$ cat src/rtl/uart_cmd_ctrl.sv
// Command sequencer for the UART system: decodes RX command frames, drives the
// register file and ALU, and returns results byte by byte over the TX handshake.
module uart_cmd_ctrl #(
    parameter int DATA_WIDTH    = 8,
    parameter int ADDR_WIDTH    = 4,
    parameter int FUN_WIDTH     = 4,
    parameter int ALU_OUT_WIDTH = 16
) (
    input  logic                     REF_CLK,
    input  logic                     RST,
    input  logic [DATA_WIDTH-1:0]    RX_P_DATA,
    input  logic                     RX_D_VLD,
    input  logic                     RX_ERR,
    output logic [ADDR_WIDTH-1:0]    RF_ADDR,
    output logic                     RF_WR_EN,
    output logic [DATA_WIDTH-1:0]    RF_WR_DATA,
    output logic                     RF_RD_EN,
    input  logic [DATA_WIDTH-1:0]    RF_RD_DATA,
    input  logic                     RF_RD_VLD,
    output logic [FUN_WIDTH-1:0]     ALU_FUN,
    output logic                     ALU_EN,
    input  logic [ALU_OUT_WIDTH-1:0] ALU_OUT,
    input  logic                     ALU_OUT_VLD,
    output logic                     CLK_GATE_EN,
    output logic [DATA_WIDTH-1:0]    TX_P_DATA,
    output logic                     TX_D_VLD,
    input  logic                     TX_BUSY,
    output logic                     CMD_ERR
);

    localparam logic [3:0] IDLE     = 4'd0;
    localparam logic [3:0] WR_ADDR  = 4'd1;
    localparam logic [3:0] WR_DATA  = 4'd2;
    localparam logic [3:0] RD_ADDR  = 4'd3;
    localparam logic [3:0] RD_WAIT  = 4'd4;
    localparam logic [3:0] OPA      = 4'd5;
    localparam logic [3:0] OPB      = 4'd6;
    localparam logic [3:0] FUN      = 4'd7;
    localparam logic [3:0] ALU_WAIT = 4'd8;
    localparam logic [3:0] TX_LO    = 4'd9;
    localparam logic [3:0] TX_HI    = 4'd10;
    localparam logic [3:0] TX_WAIT  = 4'd11;

    localparam logic [DATA_WIDTH-1:0] OP_RF_WR  = DATA_WIDTH'(8'hAA);
    localparam logic [DATA_WIDTH-1:0] OP_RF_RD  = DATA_WIDTH'(8'hBB);
    localparam logic [DATA_WIDTH-1:0] OP_ALU_OP = DATA_WIDTH'(8'hCC);
    localparam logic [DATA_WIDTH-1:0] OP_ALU_NO = DATA_WIDTH'(8'hDD);

    logic [3:0]               state;
    logic [ADDR_WIDTH-1:0]    addr_reg;
    logic [ALU_OUT_WIDTH-1:0] result;
    logic                     hi_pending;
    logic                     seen_busy;
    logic                     alu_go;
    logic                     collecting;

    always_comb begin
        collecting = (state == IDLE) || (state == WR_ADDR) || (state == WR_DATA) ||
                     (state == RD_ADDR) || (state == OPA) || (state == OPB) ||
                     (state == FUN);
    end

    always_ff @(posedge REF_CLK or negedge RST) begin
        if (!RST) begin
            state       <= IDLE;
            addr_reg    <= '0;
            result      <= '0;
            hi_pending  <= 1'b0;
            seen_busy   <= 1'b0;
            alu_go      <= 1'b0;
            RF_ADDR     <= '0;
            RF_WR_EN    <= 1'b0;
            RF_WR_DATA  <= '0;
            RF_RD_EN    <= 1'b0;
            ALU_FUN     <= '0;
            ALU_EN      <= 1'b0;
            CLK_GATE_EN <= 1'b0;
            TX_P_DATA   <= '0;
            TX_D_VLD    <= 1'b0;
            CMD_ERR     <= 1'b0;
        end else begin
            // NOTE: strobes default low every cycle so each one is a single-cycle pulse
            // unless a state explicitly re-asserts it.
            RF_WR_EN <= 1'b0;
            RF_RD_EN <= 1'b0;
            TX_D_VLD <= 1'b0;
            CMD_ERR  <= 1'b0;
            ALU_EN   <= alu_go;
            alu_go   <= 1'b0;

            if (collecting && RX_D_VLD && RX_ERR) begin
                CMD_ERR <= 1'b1;
                state   <= IDLE;
            end else begin
                case (state)
                    IDLE: if (RX_D_VLD) begin
                        case (RX_P_DATA)
                            OP_RF_WR:  state <= WR_ADDR;
                            OP_RF_RD:  state <= RD_ADDR;
                            OP_ALU_OP: state <= OPA;
                            OP_ALU_NO: state <= FUN;
                            default:   CMD_ERR <= 1'b1;
                        endcase
                    end
                    WR_ADDR: if (RX_D_VLD) begin
                        addr_reg <= RX_P_DATA[ADDR_WIDTH-1:0];
                        state    <= WR_DATA;
                    end
                    WR_DATA: if (RX_D_VLD) begin
                        RF_ADDR    <= addr_reg;
                        RF_WR_DATA <= RX_P_DATA;
                        RF_WR_EN   <= 1'b1;
                        state      <= IDLE;
                    end
                    RD_ADDR: if (RX_D_VLD) begin
                        RF_ADDR  <= RX_P_DATA[ADDR_WIDTH-1:0];
                        RF_RD_EN <= 1'b1;
                        state    <= RD_WAIT;
                    end
                    RD_WAIT: if (RF_RD_VLD) begin
                        result     <= ALU_OUT_WIDTH'(RF_RD_DATA);
                        hi_pending <= 1'b0;
                        state      <= TX_LO;
                    end
                    OPA: if (RX_D_VLD) begin
                        RF_ADDR    <= ADDR_WIDTH'(0);
                        RF_WR_DATA <= RX_P_DATA;
                        RF_WR_EN   <= 1'b1;
                        state      <= OPB;
                    end
                    OPB: if (RX_D_VLD) begin
                        RF_ADDR    <= ADDR_WIDTH'(1);
                        RF_WR_DATA <= RX_P_DATA;
                        RF_WR_EN   <= 1'b1;
                        state      <= FUN;
                    end
                    // Gate opens with the function code; the start pulse follows a cycle
                    // later so the gated ALU clock is running when ALU_EN arrives.
                    FUN: if (RX_D_VLD) begin
                        ALU_FUN     <= RX_P_DATA[FUN_WIDTH-1:0];
                        CLK_GATE_EN <= 1'b1;
                        alu_go      <= 1'b1;
                        state       <= ALU_WAIT;
                    end
                    ALU_WAIT: if (ALU_OUT_VLD) begin
                        result      <= ALU_OUT;
                        hi_pending  <= 1'b1;
                        CLK_GATE_EN <= 1'b0;
                        state       <= TX_LO;
                    end
                    TX_LO: if (!TX_BUSY) begin
                        TX_P_DATA <= result[DATA_WIDTH-1:0];
                        TX_D_VLD  <= 1'b1;
                        seen_busy <= 1'b0;
                        state     <= TX_WAIT;
                    end
                    TX_HI: if (!TX_BUSY) begin
                        TX_P_DATA  <= result[ALU_OUT_WIDTH-1:DATA_WIDTH];
                        TX_D_VLD   <= 1'b1;
                        seen_busy  <= 1'b0;
                        hi_pending <= 1'b0;
                        state      <= TX_WAIT;
                    end
                    // A byte is done only after the transmitter has visibly taken it
                    // (busy high) and finished it (busy low again).
                    TX_WAIT: begin
                        if (TX_BUSY) begin
                            seen_busy <= 1'b1;
                        end else if (seen_busy) begin
                            state <= hi_pending ? TX_HI : IDLE;
                        end
                    end
                    default: state <= IDLE;
                endcase
            end
        end
    end

endmodule

$ cat config.mk
export PLATFORM = sky130hd
export DESIGN_NAME = uart_cmd_ctrl
export DESIGN_NICKNAME = d
export VERILOG_FILES = /design/src/rtl/uart_cmd_ctrl.sv
export SDC_FILE = /design/constraint.sdc
export NUM_CORES = 1
export LEC_CHECK = 0
export ABC_CLOCK_PERIOD_IN_PS = 2400
export BUFFER_PORTS_ARGS = -buffer_cell sky130_fd_sc_hd__buf_2
export CAP_MARGIN = 5
export CORE_AREA = 2 2 76 78
export DETAILED_ROUTE_END_ITERATION = 10
export DIE_AREA = 0 0 78 80
export HOLD_SLACK_MARGIN = 0.08
export PLACE_DENSITY = 0.87
export SLEW_MARGIN = 20
export SYNTH_ARGS = -nofsm -noshare
export SYNTH_HDL_FRONTEND = slang
export SYNTH_SLANG_ARGS = --single-unit
$ cat constraint.sdc
create_clock -name REF_CLK -period 2.4 [get_ports REF_CLK]
set_input_delay 0.12 -clock REF_CLK [delete_from_list [all_inputs] [get_ports REF_CLK]]
set_output_delay 0.12 -clock REF_CLK [all_outputs]
set_load 0.005 [all_outputs]
==> results.cfg, run 1 <==
[run_status]
status = finished clean

[cts]
cts_sinks = 57
htree_levels = 3
cts.clk_slew.worst_paths_ps = 70
cts-root-buf = clkbuf_8
cts_max_path_buffers = 2
cts_tree = yes
insertion_delay_ps = 350
cts_made_buffers = 9

[route]
drc = 0
ant_nets = 0
avgViaCountPerCell = 5.755
drt_pass1_iterations = 5
vias = 2446
finalWirelength_mm = 7.226
drt_iter0_drc = 249
wl_per_cell_um = 17.00

[sta]
period_needed_ps = 2147
slew_headroom = 0.5317
final_max_slew_viol_count = 0
worst_clock_skew_ps = 10.54
rsz0062_at_grt = false
finalHoldViolCount = 0
fin_crit_sh = 0.8946
tightest_slew_ps = 702.5
setup_violations = 0
tns_ps = 0
fmax_mhz = 465.8

[logic_synthesis]
syn_nets = 296
synth-seq-cells = 57
synthCells = 257
synth_area_um2 = 2784
async_flop_share = 1.000
yosysWarnings = 0
synth_common_cells = 57 x dfrtp_1, 34 x nand2_1, 21 x o21ai_0
synth_cell_types = 48
yosys-top-cells-area = dfrtp_1 51%, mux2i_1 6.8%, mux2_2 6.5%, nand2_1 4.6%, o21ai_0 3.8%
yosysTopAreaCell = dfrtp_1
synth_ff_type = dfrtp_1
synth_area_per_cell_um2 = 10.83
seq_area_frac_synth = 0.5124
synth-edff-count = 0
synth.top_cell.area_share = 0.5124
yosysMostFrequentCell = dfrtp_1

[final_layout]
synthToLayoutAreaGrowth_pct = 30.61
fin_nets = 388
drive_gt1_frac = 0.3371
largest_reg_flops = 16
regMostFlops = result
n_antenna_cell = 0
reg_top3 = result: 16 flops, RF_WR_DATA: 8 flops, TX_P_DATA: 8 flops

[placement]
place_congestion = 0.9122
hpwl_mm = 4.698
portBuffers = 68

[die]
fp.coreArea_um2 = 5405
die_w_um = 78
rows = 27
start_util = 0.5150
io_pins = 69
fp.dieArea_um2 = 6240
die_height_um = 80

[job]
drv_cap = 0

[critical_path]
crit_arrival_ps = 2360
worstSetupPathType = reg -> reg
startpoint_type = register
endpoint_kind = register
crit_fanout = 11
cp.required_ps = 2620

[pwr]
power.total_mw = 4.178
peakVddDrop_mv = 0.8403
powerDensity_nw_per_um2 = 1149
p_leak_nw = 1.722

[global_routing]
overflow = 0
grt_max_degree = 34
antenna_found_initial = 0
grt_pass1_vias = 2372
grt_pass1_wl_mm = 11.56
groute.usage.overall = 0.2438

[hold_path]
hp-class = in -> reg
## per-layer routing
| layer | GRT usage | routed length, um | vias up |
|---|---|---|---|
| li1 | - | - | 1109 |
| met1 | 0.3001 | 2883 | 1186 |
| met2 | 0.4026 | 3664 | 128 |
| met3 | 0.06109 | 475 | 23 |
| met4 | 0.1175 | 201 | 0 |
| met5 | 0 | 0 | - |
## power breakdown
part / switching [mW] / total (mW) / internal [mW]
logic: 0.757 / 1.50 / 0.747
registers: 0.293 / 1.64 / 1.35
clock network: 0.397 / 1.03 / 0.637
## metrics by stage
stage,instance area [um2],instances,setup slack [ps],hold WS [ps],utilization
2_1_floorplan,2784,257,657.9,-175.6,-
3_3_place_gp,3221,391,530.2,209.5,0.5958
3_5_place_dp,3221,391,467.7,211.3,0.5958
4_1_cts,3628,424,153.0,80.17,0.6713
5_1_grt,3636,425,121.5,93.36,0.6727
6_report,3636,425,253.1,77.61,0.6727
## layout by cell type, fill, tap and decap left out, types with 4 or more instances in the layout
cell / Yosys / routed
nor3_1: 4 / 4
dfrtp_1: 57 / 57
nor2b_1: 5 / 5
nor2_1: 9 / 9
mux2_2: 16 / 16
o21ai_0: 21 / 21
mux2i_1: 19 / 19
buf_2: 6 / 68
a21oi_1: 8 / 8
inv_1: 6 / 6
a22o_1: 9 / 9
o21ai_1: 7 / 7
nand2_1: 34 / 34
dlygate4sd3_1: 0 / 18
clkbuf_8: 0 / 11
buf_4: 2 / 11
## final cells by class
class                           instances  area, um2
Timing Repair Buffer                   97      603.1
Fill cell                             404       1769
Clock buffer                           11      151.4
Clock inverter                          4      76.32
Sequential cell                        57       1426
Inverter                                6      22.52
Multi-Input combinational cell        178       1266
Tap cell                               72      90.09
## path summary, 6_finish.rpt
path	start	to	slack (ps)	cells after the start
min reg2reg	alu_go$_DFF_PN0_	ALU_EN$_DFF_PN0_	360	0
max reg2reg	state[2]$_DFFE_PN0P_	result[7]$_DFFE_PN0P_	250	6
max in group asynchronous	RST	ALU_FUN[0]$_DFFE_PN0P_	1390	3
min in group asynchronous	RST	RF_ADDR[1]$_DFFE_PN0P_	360	2
max	state[2]$_DFFE_PN0P_	result[7]$_DFFE_PN0P_	250	6
min	ALU_OUT[6]	result[6]$_DFFE_PN0P_	80	3
## cell families after synthesis
logic type	share of synthesized area
AOI/OAI and AO/OA	0.1614
xor gates and xnor gates	0.009440
buffers and inverters	0.03505
and+or+nand+nor	0.1380
muxes	0.1438
DFF	0.5124
## repair_timing
item,CTS,global route
endpoints found under the hold margin,46,0
endpoints found under the setup margin,0,2
hold buffers,18,0
buffers inserted,0,1
resized for setup,0,0
## worst max-delay path: stages (launching register included)
cell and delay [ps]:
dfrtp_1 510, inv_1 160, nand2_1 160, nor3_4 320, mux2i_1 230, dlygate4sd3_1 560
o21ai_0 80
No activity file was read; power rests on OpenSTA's default activity.
==> run 2, diff against run 1 <==
- PLACE_DENSITY: 0.87 -> 0.74
- SKIP_LAST_GASP: not set -> 1
==> run 2 against run 1 <==
  * Via count decreased by 2.7%
  * Largest cell class unchanged
  * Critical path type unchanged
  * Fmax fell by 6.3%
  * Count of clock-buffer cells in the layout increased by 1
==> results.cfg, run 2 (synthesis results as in run 1) <==
[sta]
tightest_slew_ps = 522.6
finalHoldViolCount = 0
tns_ps = 0
setup_violations = 0
whs_ps = 72.22
slew_headroom = 0.6487
postLayoutSetupSlackWorst_ps = 109.8
period_needed_ps = 2290
final_max_slew_viol_count = 0
rsz0062_at_grt = false
fin_crit_sh = 0.9542
fmax_mhz = 436.7
worst_clock_skew_ps = 9.218

[cts]
cts.clk_slew.worst_paths_ps = 60
cts-root-buf = clkbuf_8
cts_max_path_buffers = 2
cts_tree = yes
cts_made_buffers = 9
cts_sinks = 57
insertion_delay_ps = 350
htree_levels = 3

[global_routing]
grt_pass1_wl_mm = 11.46
overflow = 0
groute.usage.overall = 0.2394
antenna_found_initial = 0
grt_max_degree = 38
grt_pass1_vias = 2388

[placement]
portBuffers = 68
place_area_um2 = 3213
hpwl_mm = 4.697
dp_slack_ps = 472.1
place_congestion = 0.8560
place_inst = 390

[final_layout]
fin_cells = 430
post-route-cell-area_um2 = 3689
largest_reg_flops = 16
final_common_cell = buf_2
final_cell_mix = 68 x buf_2, 56 x dfrtp_1, 34 x nand2_1
reg_top3 = result: 16 flops, RF_WR_DATA: 8 flops, TX_P_DATA: 8 flops
drive_gt1_frac = 0.3380
fill_cells = 446
regMostFlops = result
n_antenna_cell = 0
synthToLayoutAreaGrowth_pct = 32.49
fin_nets = 392

[die]
io_pins = 69
fp.coreArea_um2 = 5405
fp.dieArea_um2 = 6240
rows = 27
die_height_um = 80
die_w_um = 78
start_util = 0.5150

[critical_path]
rr_startpoint = state[3]$_DFFE_PN0P_
endpoint_kind = register
crit_arrival_ps = 2510
cp.required_ps = 2620
startpoint_type = register
r2r_cells = 7
rrSetupSlack_ps = 110
r2r_end = result[6]$_DFFE_PN0P_
critPathLaunch = state[3]$_DFFE_PN0P_
worst_setup_path_endpoint = result[6]$_DFFE_PN0P_
crit_fanout = 12
worstSetupPathType = reg -> reg

[route]
avgViaCountPerCell = 5.537
drt_pass1_iterations = 5
ant_nets = 0
vias = 2381
drt_iter0_drc = 202
finalWirelength_mm = 6.999
wl_per_cell_um = 16.28
drc = 0

[pwr]
peakVddDrop_mv = 0.6644
powerDensity_nw_per_um2 = 1130
p_leak_nw = 1.747

[hold_path]
hp-class = in -> reg
whs_path_depth = 3

[job]
drv_cap = 0

[run_status]
status = finished clean
==> run 2: how the worst min path moves through the flow <==
stage               slack [ps]                        end           from
floorplan                 -180           ALU_EN$_DFF_PN0_            RST
global placement           110     RF_ADDR[2]$_DFFE_PN0P_            RST
detailed placement         110    addr_reg[2]$_DFFE_PN0P_            RST
CTS                         80      result[3]$_DFFE_PN0P_  RF_RD_DATA[3]
global route               110  RF_WR_DATA[2]$_DFFE_PN0P_   RX_P_DATA[2]
finish                      70      result[1]$_DFFE_PN0P_  RF_RD_DATA[1]
==> run 2: repair_timing <==
| item | 4_1_cts | 5_1_grt |
|---|---|---|
| hold endpoints to repair | 36 | 0 |
| buffers inserted | 0 | 3 |
| hold buffers | 21 | 0 |
| setup endpoints to repair | 0 | 3 |
| resized for setup | 0 | 1 |
==> run 2: final cells by class <==
| class | instances | area [um2] | area share |
|---|---|---|---|
| Clock inverter | 4 | 73.82 | 0.02001 |
| Tap cell | 72 | 90.09 | 0.02442 |
| Multi-Input combinational cell | 178 | 1266 | 0.3433 |
| Clock buffer | 12 | 155.1 | 0.04206 |
| Timing Repair Buffer | 101 | 653.1 | 0.1771 |
| Inverter | 6 | 22.52 | 0.006106 |
| Sequential cell | 57 | 1428 | 0.3870 |
==> run 2: metrics by stage <==
stage                     total power [mW]  utilization
after floorplan                      2.553            -
after global placement               3.025       0.5944
after detailed placement             3.076       0.5944
after CTS                            4.147       0.6757
after global routing                 4.441       0.6824
final                                4.168       0.6824
==> run 2: critical path, cell delays in order, from the launching register on <==
cell	delay, ps
dfrtp_1	520
buf_4	250
nand2_1	160
nor3_4	250
buf_12	150
mux2i_1	190
dlygate4sd3_1	570
o21ai_0	70
==> run 2: where the power goes <==
group	internal, mW	total (mW)	switching [mW]	leakage, nW
sequential	1.35	1.62	0.269	0.729
clock	0.643	1.03	0.387	0.117
combinational	0.763	1.52	0.759	0.901
==> run 2: per-layer routing <==
| metal | vias up | part of all wire | global-route usage |
|---|---|---|---|
| met3 | 12 | 0.060 | 0.04186 |
| met4 | 0 | 0.022 | 0.1193 |
| met2 | 98 | 0.49 | 0.3888 |
| li1 | 1116 | - | - |
| met5 | - | 0 | 0 |
| met1 | 1155 | 0.43 | 0.3108 |
